File: config.mk
export PLATFORM = sky130hd
export DESIGN_NAME = pipeline_hazard_ctrl
export DESIGN_NICKNAME = d
export VERILOG_FILES = /design/src/rtl/hazard_pkg.sv /design/src/rtl/hazard_reg_match.sv /design/src/rtl/pipeline_hazard_ctrl.sv
export SDC_FILE = /design/constraint.sdc
export NUM_CORES = 1
export LEC_CHECK = 0
export BUFFER_PORTS_ARGS = -buffer_cell sky130_fd_sc_hd__buf_2
export CORE_MARGIN = 2
export CORE_UTILIZATION = 35
export CTS_CLUSTER_SIZE = 20
export DETAILED_ROUTE_END_ITERATION = 12
export PLACE_DENSITY = 0.8
export SLEW_MARGIN = 20
export SYNTH_ARGS = -nofsm -noshare
export SYNTH_HDL_FRONTEND = slang
export SYNTH_SLANG_ARGS = --single-unit
File: constraint.sdc
create_clock -name clk -period 1.45 [get_ports clk]
set_input_delay 0.145 -clock clk [delete_from_list [all_inputs] [get_ports clk]]
set_output_delay 0.145 -clock clk [all_outputs]
set_load 0.02 [all_outputs]
File: src/rtl/hazard_pkg.sv
// Shared types and constants for the pipeline hazard controller.
package hazard_pkg;

  typedef enum logic [1:0] {
    RUN        = 2'd0,
    LOAD_STALL = 2'd1,
    JR_WAIT    = 2'd2,
    HALT       = 2'd3
  } hz_state_e;

  localparam int unsigned REG_ZERO     = 0;
  localparam int          LOAD_LAT_MIN = 1;
  localparam int          LOAD_LAT_MAX = 7;
  localparam int          LCNT_W       = 3;

  function automatic bit load_lat_ok(input int lat);
    return (lat >= LOAD_LAT_MIN) && (lat <= LOAD_LAT_MAX);
  endfunction

endpackage

File: src/rtl/hazard_reg_match.sv
// Register-index compare with write-enable; register $0 never matches.
module hazard_reg_match
  import hazard_pkg::*;
#(
  parameter int REG_ADDR_W = 5
) (
  input  logic [REG_ADDR_W-1:0] i_a,
  input  logic [REG_ADDR_W-1:0] i_r,
  input  logic                  i_we,
  output logic                  o_hit
);

  assign o_hit = i_we && (i_r != REG_ADDR_W'(REG_ZERO)) && (i_a == i_r);

endmodule

File: src/rtl/pipeline_hazard_ctrl.sv
// Load-use / JR hazard stall controller with branch flush and sticky halt.
// Define HAZARD_PERF_EN to build the saturating stall-cycle counter.
//
// state      | meaning
// RUN        | normal issue; detects load-use and JR hazards
// LOAD_STALL | extra load-use stall cycles, counted down in r_cnt
// JR_WAIT    | JR/JALR waiting for its rs writer to retire
// HALT       | program finished; stalled until reset
module pipeline_hazard_ctrl
  import hazard_pkg::*;
#(
  parameter int REG_ADDR_W = 5,
  parameter int LOAD_LAT   = 1,
  parameter int CNT_W      = 32
) (
  input  logic                  clk,
  input  logic                  reset,
  input  logic [REG_ADDR_W-1:0] id_rs,
  input  logic [REG_ADDR_W-1:0] id_rt,
  input  logic                  id_uses_rt,
  input  logic                  id_is_jr,
  input  logic [REG_ADDR_W-1:0] ex_rd,
  input  logic                  ex_wr_en,
  input  logic                  ex_is_load,
  input  logic [REG_ADDR_W-1:0] mem_rd,
  input  logic                  mem_wr_en,
  input  logic [REG_ADDR_W-1:0] wb_rd,
  input  logic                  wb_wr_en,
  input  logic                  branch_taken,
  input  logic                  fin,
  output logic                  pc_en,
  output logic                  if_en,
  output logic                  ctrl_en,
  output logic                  if_flush,
  output logic                  halted,
  output logic [CNT_W-1:0]      stall_cycles
);

  if (!load_lat_ok(LOAD_LAT)) begin : g_bad_load_lat
    $error("pipeline_hazard_ctrl: LOAD_LAT must be in 1..7");
  end

  hz_state_e          r_state;
  hz_state_e          w_state_nxt;
  logic [LCNT_W-1:0]  r_cnt;
  logic [LCNT_W-1:0]  w_cnt_nxt;

  logic w_ld_rs_hit, w_ld_rt_hit, w_jr_ex_hit, w_jr_mem_hit, w_jr_wb_hit;
  logic w_load_hz, w_jr_hz;

  // Load compares are gated by ex_is_load so the EX-stage JR compare stays independent.
  hazard_reg_match #(.REG_ADDR_W(REG_ADDR_W)) u_ld_rs (
    .i_a(id_rs), .i_r(ex_rd), .i_we(ex_wr_en && ex_is_load), .o_hit(w_ld_rs_hit));
  hazard_reg_match #(.REG_ADDR_W(REG_ADDR_W)) u_ld_rt (
    .i_a(id_rt), .i_r(ex_rd), .i_we(ex_wr_en && ex_is_load && id_uses_rt), .o_hit(w_ld_rt_hit));
  hazard_reg_match #(.REG_ADDR_W(REG_ADDR_W)) u_jr_ex (
    .i_a(id_rs), .i_r(ex_rd), .i_we(ex_wr_en), .o_hit(w_jr_ex_hit));
  hazard_reg_match #(.REG_ADDR_W(REG_ADDR_W)) u_jr_mem (
    .i_a(id_rs), .i_r(mem_rd), .i_we(mem_wr_en), .o_hit(w_jr_mem_hit));
  hazard_reg_match #(.REG_ADDR_W(REG_ADDR_W)) u_jr_wb (
    .i_a(id_rs), .i_r(wb_rd), .i_we(wb_wr_en), .o_hit(w_jr_wb_hit));

  assign w_load_hz = w_ld_rs_hit || w_ld_rt_hit;
  assign w_jr_hz   = id_is_jr && (w_jr_ex_hit || w_jr_mem_hit || w_jr_wb_hit);

  always_ff @(posedge clk) begin
    if (reset) begin
      r_state <= RUN;
      r_cnt   <= '0;
    end else begin
      r_state <= w_state_nxt;
      r_cnt   <= w_cnt_nxt;
    end
  end

  always_comb begin
    w_state_nxt = r_state;
    w_cnt_nxt   = r_cnt;
    pc_en       = 1'b1;
    if_en       = 1'b1;
    ctrl_en     = 1'b1;
    if_flush    = 1'b0;
    halted      = 1'b0;
    if (reset) begin
      w_state_nxt = RUN;
      w_cnt_nxt   = '0;
    end else if (r_state == HALT || fin) begin
      pc_en       = 1'b0;
      if_en       = 1'b0;
      ctrl_en     = 1'b0;
      halted      = (r_state == HALT);
      w_state_nxt = HALT;
    end else if (branch_taken) begin
      ctrl_en     = 1'b0;
      if_flush    = 1'b1;
      w_state_nxt = RUN;
      w_cnt_nxt   = '0;
    end else begin
      unique case (r_state)
        RUN: begin
          if (w_load_hz) begin
            pc_en   = 1'b0;
            if_en   = 1'b0;
            ctrl_en = 1'b0;
            if (LOAD_LAT > 1) begin
              w_state_nxt = LOAD_STALL;
              w_cnt_nxt   = LCNT_W'(LOAD_LAT - 1);
            end
          end else if (w_jr_hz) begin
            pc_en       = 1'b0;
            if_en       = 1'b0;
            ctrl_en     = 1'b0;
            w_state_nxt = JR_WAIT;
          end
        end
        LOAD_STALL: begin
          pc_en   = 1'b0;
          if_en   = 1'b0;
          ctrl_en = 1'b0;
          if (r_cnt <= LCNT_W'(1)) begin
            w_state_nxt = RUN;
            w_cnt_nxt   = '0;
          end else begin
            w_cnt_nxt = r_cnt - LCNT_W'(1);
          end
        end
        JR_WAIT: begin
          if (w_jr_hz) begin
            pc_en   = 1'b0;
            if_en   = 1'b0;
            ctrl_en = 1'b0;
          end else begin
            w_state_nxt = RUN;
          end
        end
        default: begin
          w_state_nxt = RUN;
          w_cnt_nxt   = '0;
        end
      endcase
    end
  end

`ifdef HAZARD_PERF_EN
  logic [CNT_W-1:0] r_stall_cycles;
  logic             w_stall_evt;

  assign w_stall_evt = !pc_en && (r_state != HALT);

  always_ff @(posedge clk) begin
    if (reset) begin
      r_stall_cycles <= '0;
    end else if (w_stall_evt && !(&r_stall_cycles)) begin
      r_stall_cycles <= r_stall_cycles + CNT_W'(1);
    end
  end

  assign stall_cycles = r_stall_cycles;
`else
  assign stall_cycles = '0;
`endif

endmodule

**After elaboration in Yosys (flattened, before gate mapping)**

Cells that the tools add are included.

- Memory bits (read-only): 0
- Input bits: 35
- Flip-flop bits (word level): 5
- Output and inout port bits: 37
- Memory bits (writable): 0
- Memories kept: 0
- Word-level logic and storage cells: 65
- Latch bits: 0

- Divide/modulo/power cells: 0
- Equality and inequality tests: 12
- Bitwise operators: 1
- Shift operators: 0
- Multiplexer cells: 24
- $lt $le $gt $ge: 1
- Add/subtract/negate cells: 1
- Multiply operators: 0
- Reduce and logical (&&, ||, !) cells: 24

Operators by type and width:

| kind | count |
|---|---|
| 5-bit == test | 4 |
| 4-bit != test (second input constant) | 4 |
| 5-bit nonzero test | 3 |
| 1-bit logical AND | 13 |
| 1-bit two-way mux | 13 |
| 2-bit two-way mux | 6 |
| 3-bit two-way mux | 2 |
| 2-bit one-hot mux with 3 select lines | 1 |
| 3-bit one-hot mux with 2 select lines | 1 |
| 2-bit == test (second input constant) | 2 |
| 1-bit logical OR | 4 |
| 4-bit AND reduction | 1 |
| 3-bit by 1-bit less-or-equal comparator with 1-bit output (second input constant) | 1 |
| 1-bit one-hot mux with 3 select lines | 1 |
| 3-bit by 1-bit subtractor with 3-bit output (second input constant) | 1 |
| 2-bit by 1-bit == test with 1-bit output (second input constant) | 1 |
| 2-bit logical NOT | 1 |
| 2-bit by 1-bit != test with 1-bit output (second input constant) | 1 |
| 2-bit AND reduction | 1 |
| 2-bit OR reduction | 1 |
| 1-bit inverter | 1 |

**Longest topological paths before layout**

- Depth after elaboration: 12
- Depth in mapped cells: 7
- Depth with buffers taken out: 7

**By module**

Synthesis repeated with hierarchy kept, for this count alone.

- Cell total of the unflattened synthesis: 128
- Area total of the unflattened synthesis: 952.2 µm²

Modules (own cells, without submodules):

| module | area each (µm²) | cells an instance | sequential area each (µm²) | instances |
|---|---|---|---|---|
| pipeline_hazard_ctrl | 601.8 | 78 | 100.1 | 1 |
| hazard_reg_match | 70.1 | 10 | 0.0 | 5 |

**Worst setup path before layout**

No wires, ideal clock.

- Path kind: input-to-output
- Start point: input ex_rd[0]
- End point: output pc_en
- Buffers on the path: 1
- Setup slack: -0.520 ns
- Cell stages on the path: 5
- Required time: 1.305 ns
- Arrival time: 1.825 ns
- Cell sequence: or4_1 o21ai_2 o311ai_2 o41ai_2 buf_4

- Word-level cells in the longest chain between the ends: 12
- Elaborated cells between the ends (all ways): 19
- Those cells by class: eq/ne: 2; mux: 6; reduce/logical: 11

Ends and longest elaborated chain:

| item | line | RTL |
|---|---|---|
| start: declaration | pipeline_hazard_ctrl.sv:22 | `input logic [REG_ADDR_W-1:0] ex_rd,` |
| 5-bit nonzero test | hazard_reg_match.sv:13 | `assign o_hit = i_we && (i_r != REG_ADDR_W'(REG_ZERO)) && (i_a == i_r);` |
| 1-bit logical AND (2 in a row) | hazard_reg_match.sv:13 |  |
| 1-bit logical OR (2 in a row) | pipeline_hazard_ctrl.sv:64 | `assign w_jr_hz = id_is_jr && (w_jr_ex_hit \|\| w_jr_mem_hit \|\| w_jr_wb_hit);` |
| 1-bit logical AND | pipeline_hazard_ctrl.sv:64 |  |
| 1-bit two-way mux (2 in a row) | - |  |
| 1-bit one-hot mux with 3 select lines (*) | - |  |
| 1-bit two-way mux (*) (3 in a row) | - |  |
| end: declaration | pipeline_hazard_ctrl.sv:31 | `output logic pc_en,` |

Mark *: on every way between the ends. The rest lies on a longest branch, timed or not.

**Worst setup path after layout**

- Start point: input ex_rd[0]
- End point: output if_en

- Word-level cells in the longest chain between the ends: 12
- Elaborated cells between the ends (all ways): 19
- Those cells by class: eq/ne: 2; mux: 6; reduce/logical: 11

Ends and longest elaborated chain:

| item | line | RTL |
|---|---|---|
| 5-bit nonzero test | hazard_reg_match.sv:13 |  |
| 1-bit logical AND (2 in a row) | hazard_reg_match.sv:13 |  |
| 1-bit logical OR (2 in a row) | pipeline_hazard_ctrl.sv:64 |  |
| 1-bit logical AND | pipeline_hazard_ctrl.sv:64 |  |
| 1-bit two-way mux | pipeline_hazard_ctrl.sv:109, pipeline_hazard_ctrl.sv:128 |  |
| 1-bit two-way mux | pipeline_hazard_ctrl.sv:101 | `if (w_load_hz) begin` |
| 1-bit one-hot mux with 3 select lines (*) | pipeline_hazard_ctrl.sv:99 | `unique case (r_state)` |
| 1-bit two-way mux (*) | pipeline_hazard_ctrl.sv:93 | `end else if (branch_taken) begin` |
| 1-bit two-way mux (*) | pipeline_hazard_ctrl.sv:87 | `end else if (r_state == HALT \|\| fin) begin` |
| 1-bit two-way mux (*) | pipeline_hazard_ctrl.sv:84 | `if (reset) begin` |
| end: declaration | pipeline_hazard_ctrl.sv:32 | `output logic if_en,` |

Marks and branches as above.

==> results.cfg <==
[status]
status = finished with violations
violations = setup timing

[power_and_ir_drop]
combPwrFrac_pct = 52.6
power.density_nw_per_um2 = 460
leakage_nw = 0.683
p_sw_w = 0.000249
p_seq_share_pct = 23.2
ir_drop_mv = 0.268
clockPowerShare_pct = 24.3
cell_internal_pwr_w = 0.000381
netSwitchingFraction_pct = 39.5

[sta]
fmax_mhz = 553
fin_skew_ns = 0.00107
holdWs_ns = 0.182
final-setup-viol-count = 6
finalWorstSetupSlack_ns = -0.359
hold_viol = 0
slew_viol_final = 0
fin_crit_sh_pct = 125
fin_crit_ns = 1.81
rsz0062_at_grt = yes

[cts]
htree_levels = 1
cts_tree = built
postCtsHoldBufs = 0
clkTransAtPathRegs_ns = 0.04
max-clock-path-buffers = 2
clk_latency_ns = 0.23
numCtsBuffers = 3
cts_sinks = 5
cts_root_buffer = clkbuf_4

[cells_and_area]
diodes = 0
drive_gt1_share_pct = 46.7
nets = 222
fin_cells = 214
final_core_util_pct = 55.8
area_delta_synth_final_pct = 51.1
fin_area_um2 = 1370

[worst_setup_path]
worstSetupPathType = input port to output port
rrSetupSlack_ns = -0.09
critPathCaptureType = output port
crit_path_max_incr_delay_ns = 0.54
start_kind = input port
required_ns = 1.31
rr_endpoint = r_cnt[2]
ff2ff_path_depth = 6
worst_path_max_delay_cell = or4_4
cp.arrival_ns = 1.66
crit_chain = buf_8 > or4_4 > o21ai_4 > o311ai_4 > o41ai_4 > buf_4
r2r_start = r_cnt[1]
critPathMaxFanout = 3

[floorplanning]
dieHeight_um = 54.9
dieWidth_um = 54.9
rows = 18
start_util_pct = 36.9
io_pins = 72
core_um2 = 2450
dieArea_um2 = 3010

[drt]
firstDrtPassIters = 4
drc = 0
dr.first_iter.drc_count = 17
vias_per_cell = 4.48
wire_per_inst_um = 10.9
vias = 958
ant_nets = 0
wirelength_mm = 2.34

[synthesis]
synth_top_family_by_area = buffers and inverters
synthSimpleGateAreaFrac_pct = 16.6
synth_top_area_share_pct = 27.3
syn-instance-count = 118
synthXorXnorAreaFrac_pct = 17.4
synth_area_um2 = 906
ys_types = 35
syn_area_per_cell_um2 = 7.68
postSynthRegisterBits = 5
synth-compound-area-share_pct = 20.7
synth_area_leaders = buf_4 (27%), xor2_1 (13%), dfxtp_1 (11%)
synth_edf_count = 0
synth.most_common_cell = buf_4
muxShareOfSynthArea_pct = 0
synth-seq-area-share_pct = 11.0
synth_area_leader_cell = buf_4
synth_flop_cell = dfxtp_1
netlist_top_cells_count = buf_4 (33), xor2_1 (13), a21oi_1 (8), inv_1 (8)
yosysWarningCount = 0
ys_async_sr_fraction_pct = 0
synthAdderAreaFrac_pct = 2.76

[global_routing]
grt_pass1_vias = 869
grt_overflow = 0
antenna_found_initial = 0
grt_pass1_wl_mm = 3.59
track_usage_pct = 16.3
grt_max_degree = 10

[hold_path]
min_from = reset
hold_path.class = input port to flip-flop
holdPathEnd = r_cnt[0]
min_path_cells = 2

[placement]
dp_hpwl_mm = 1.82
place_ws_ns = -0.422
placed_cells = 203
io_buffers = 39
placed_cell_area_um2 = 1180
gp_congestion = 0.794

[run]
cap_viol_max_count = 0
registers in the layout, indices dropped and copies added, names as in the netlist:
name and count:
r_cnt 3, r_state 2
stage by stage:
stage               TNS (ns)  power [W]
finish                 -1.31   0.000630
global route           -1.77   0.000686
CTS                    -1.08   0.000631
detailed placement     -1.48   0.000445
global placement       -1.30   0.000440
floorplan             -0.801   0.000392
logic make-up after synthesis:
group,after synthesis
AO/OA/AOI/OAI,24
buffers and inverters,42
flip-flops,5
XOR/XNOR,18
other,1
adder cells (fa/ha/maj),2
AND/OR/NAND/NOR,26
routing by layer:
| metal | up-vias | global-route usage (%) | part of all wire [%] |
|---|---|---|---|
| li1 | 481 | - | - |
| met1 | 428 | 18.9 | 41 |
| met2 | 45 | 31.2 | 51 |
| met3 | 4 | 0.273 | 6.7 |
| met4 | 0 | 6.25 | 1.7 |
| met5 | - | 0 | 0 |
worst max-delay path: cells and delay by family:
| family | cells | cell delay [ns] |
|---|---|---|
| buffers and inverters | 2 | 0.29 |
| AO/OA/AOI/OAI | 3 | 0.68 |
| AND/OR/NAND/NOR | 1 | 0.54 |
cells in the final DEF (no fill, tap or decap), types with 2 or more instances in the layout:
cell type  count
dfxtp_1        2
conb_1        32
nor4_1         2
a21oi_1        8
nor3_2         2
nor2_1         5
dfxtp_2        2
buf_2         33
clkbuf_4       3
buf_6          6
buf_4         25
inv_1          7
o21bai_1       3
and3_1         2
nor3_1         2
o21ai_1        2
nand2_1        2
xnor2_1        5
xor2_1        12
nand4_1        2
layout make-up:
| type | count | area, um^2 |
|---|---|---|
| clock buffer | 4 | 26.3 |
| fill | 217 | 1090 |
| inverter | 8 | 30.0 |
| multi-input combinational | 102 | 733 |
| sequential | 5 | 106 |
| tap | 30 | 37.5 |
| timing repair buffer | 65 | 435 |
worst max path at each step:
stage,depth (start not counted),end,startpoint
2_1_floorplan,5,pc_en,ex_rd[0]
3_3_place_gp,6,if_en,ex_rd[0]
3_5_place_dp,7,if_en,ex_rd[0]
4_1_cts,6,if_en,ex_rd[0]
5_1_grt,6,pc_en,ex_rd[0]
6_report,6,if_en,ex_rd[0]
power by group through the flow:
stage,clock [W],sequential (W),combinational (W)
global route,0.000179,0.000146,0.000360
global placement,0,0.000149,0.000291
finish,0.000153,0.000146,0.000331
CTS,0.000160,0.000147,0.000323
floorplan,0,0.000149,0.000243
detailed placement,0,0.000149,0.000296
timing repair:
action,CTS,global route
pin swaps,8,4
cloned,0,0
buffers inserted,5,2
resized for setup,18,9
setup endpoints to repair,4,8
Power figures use the tool's default switching activity.
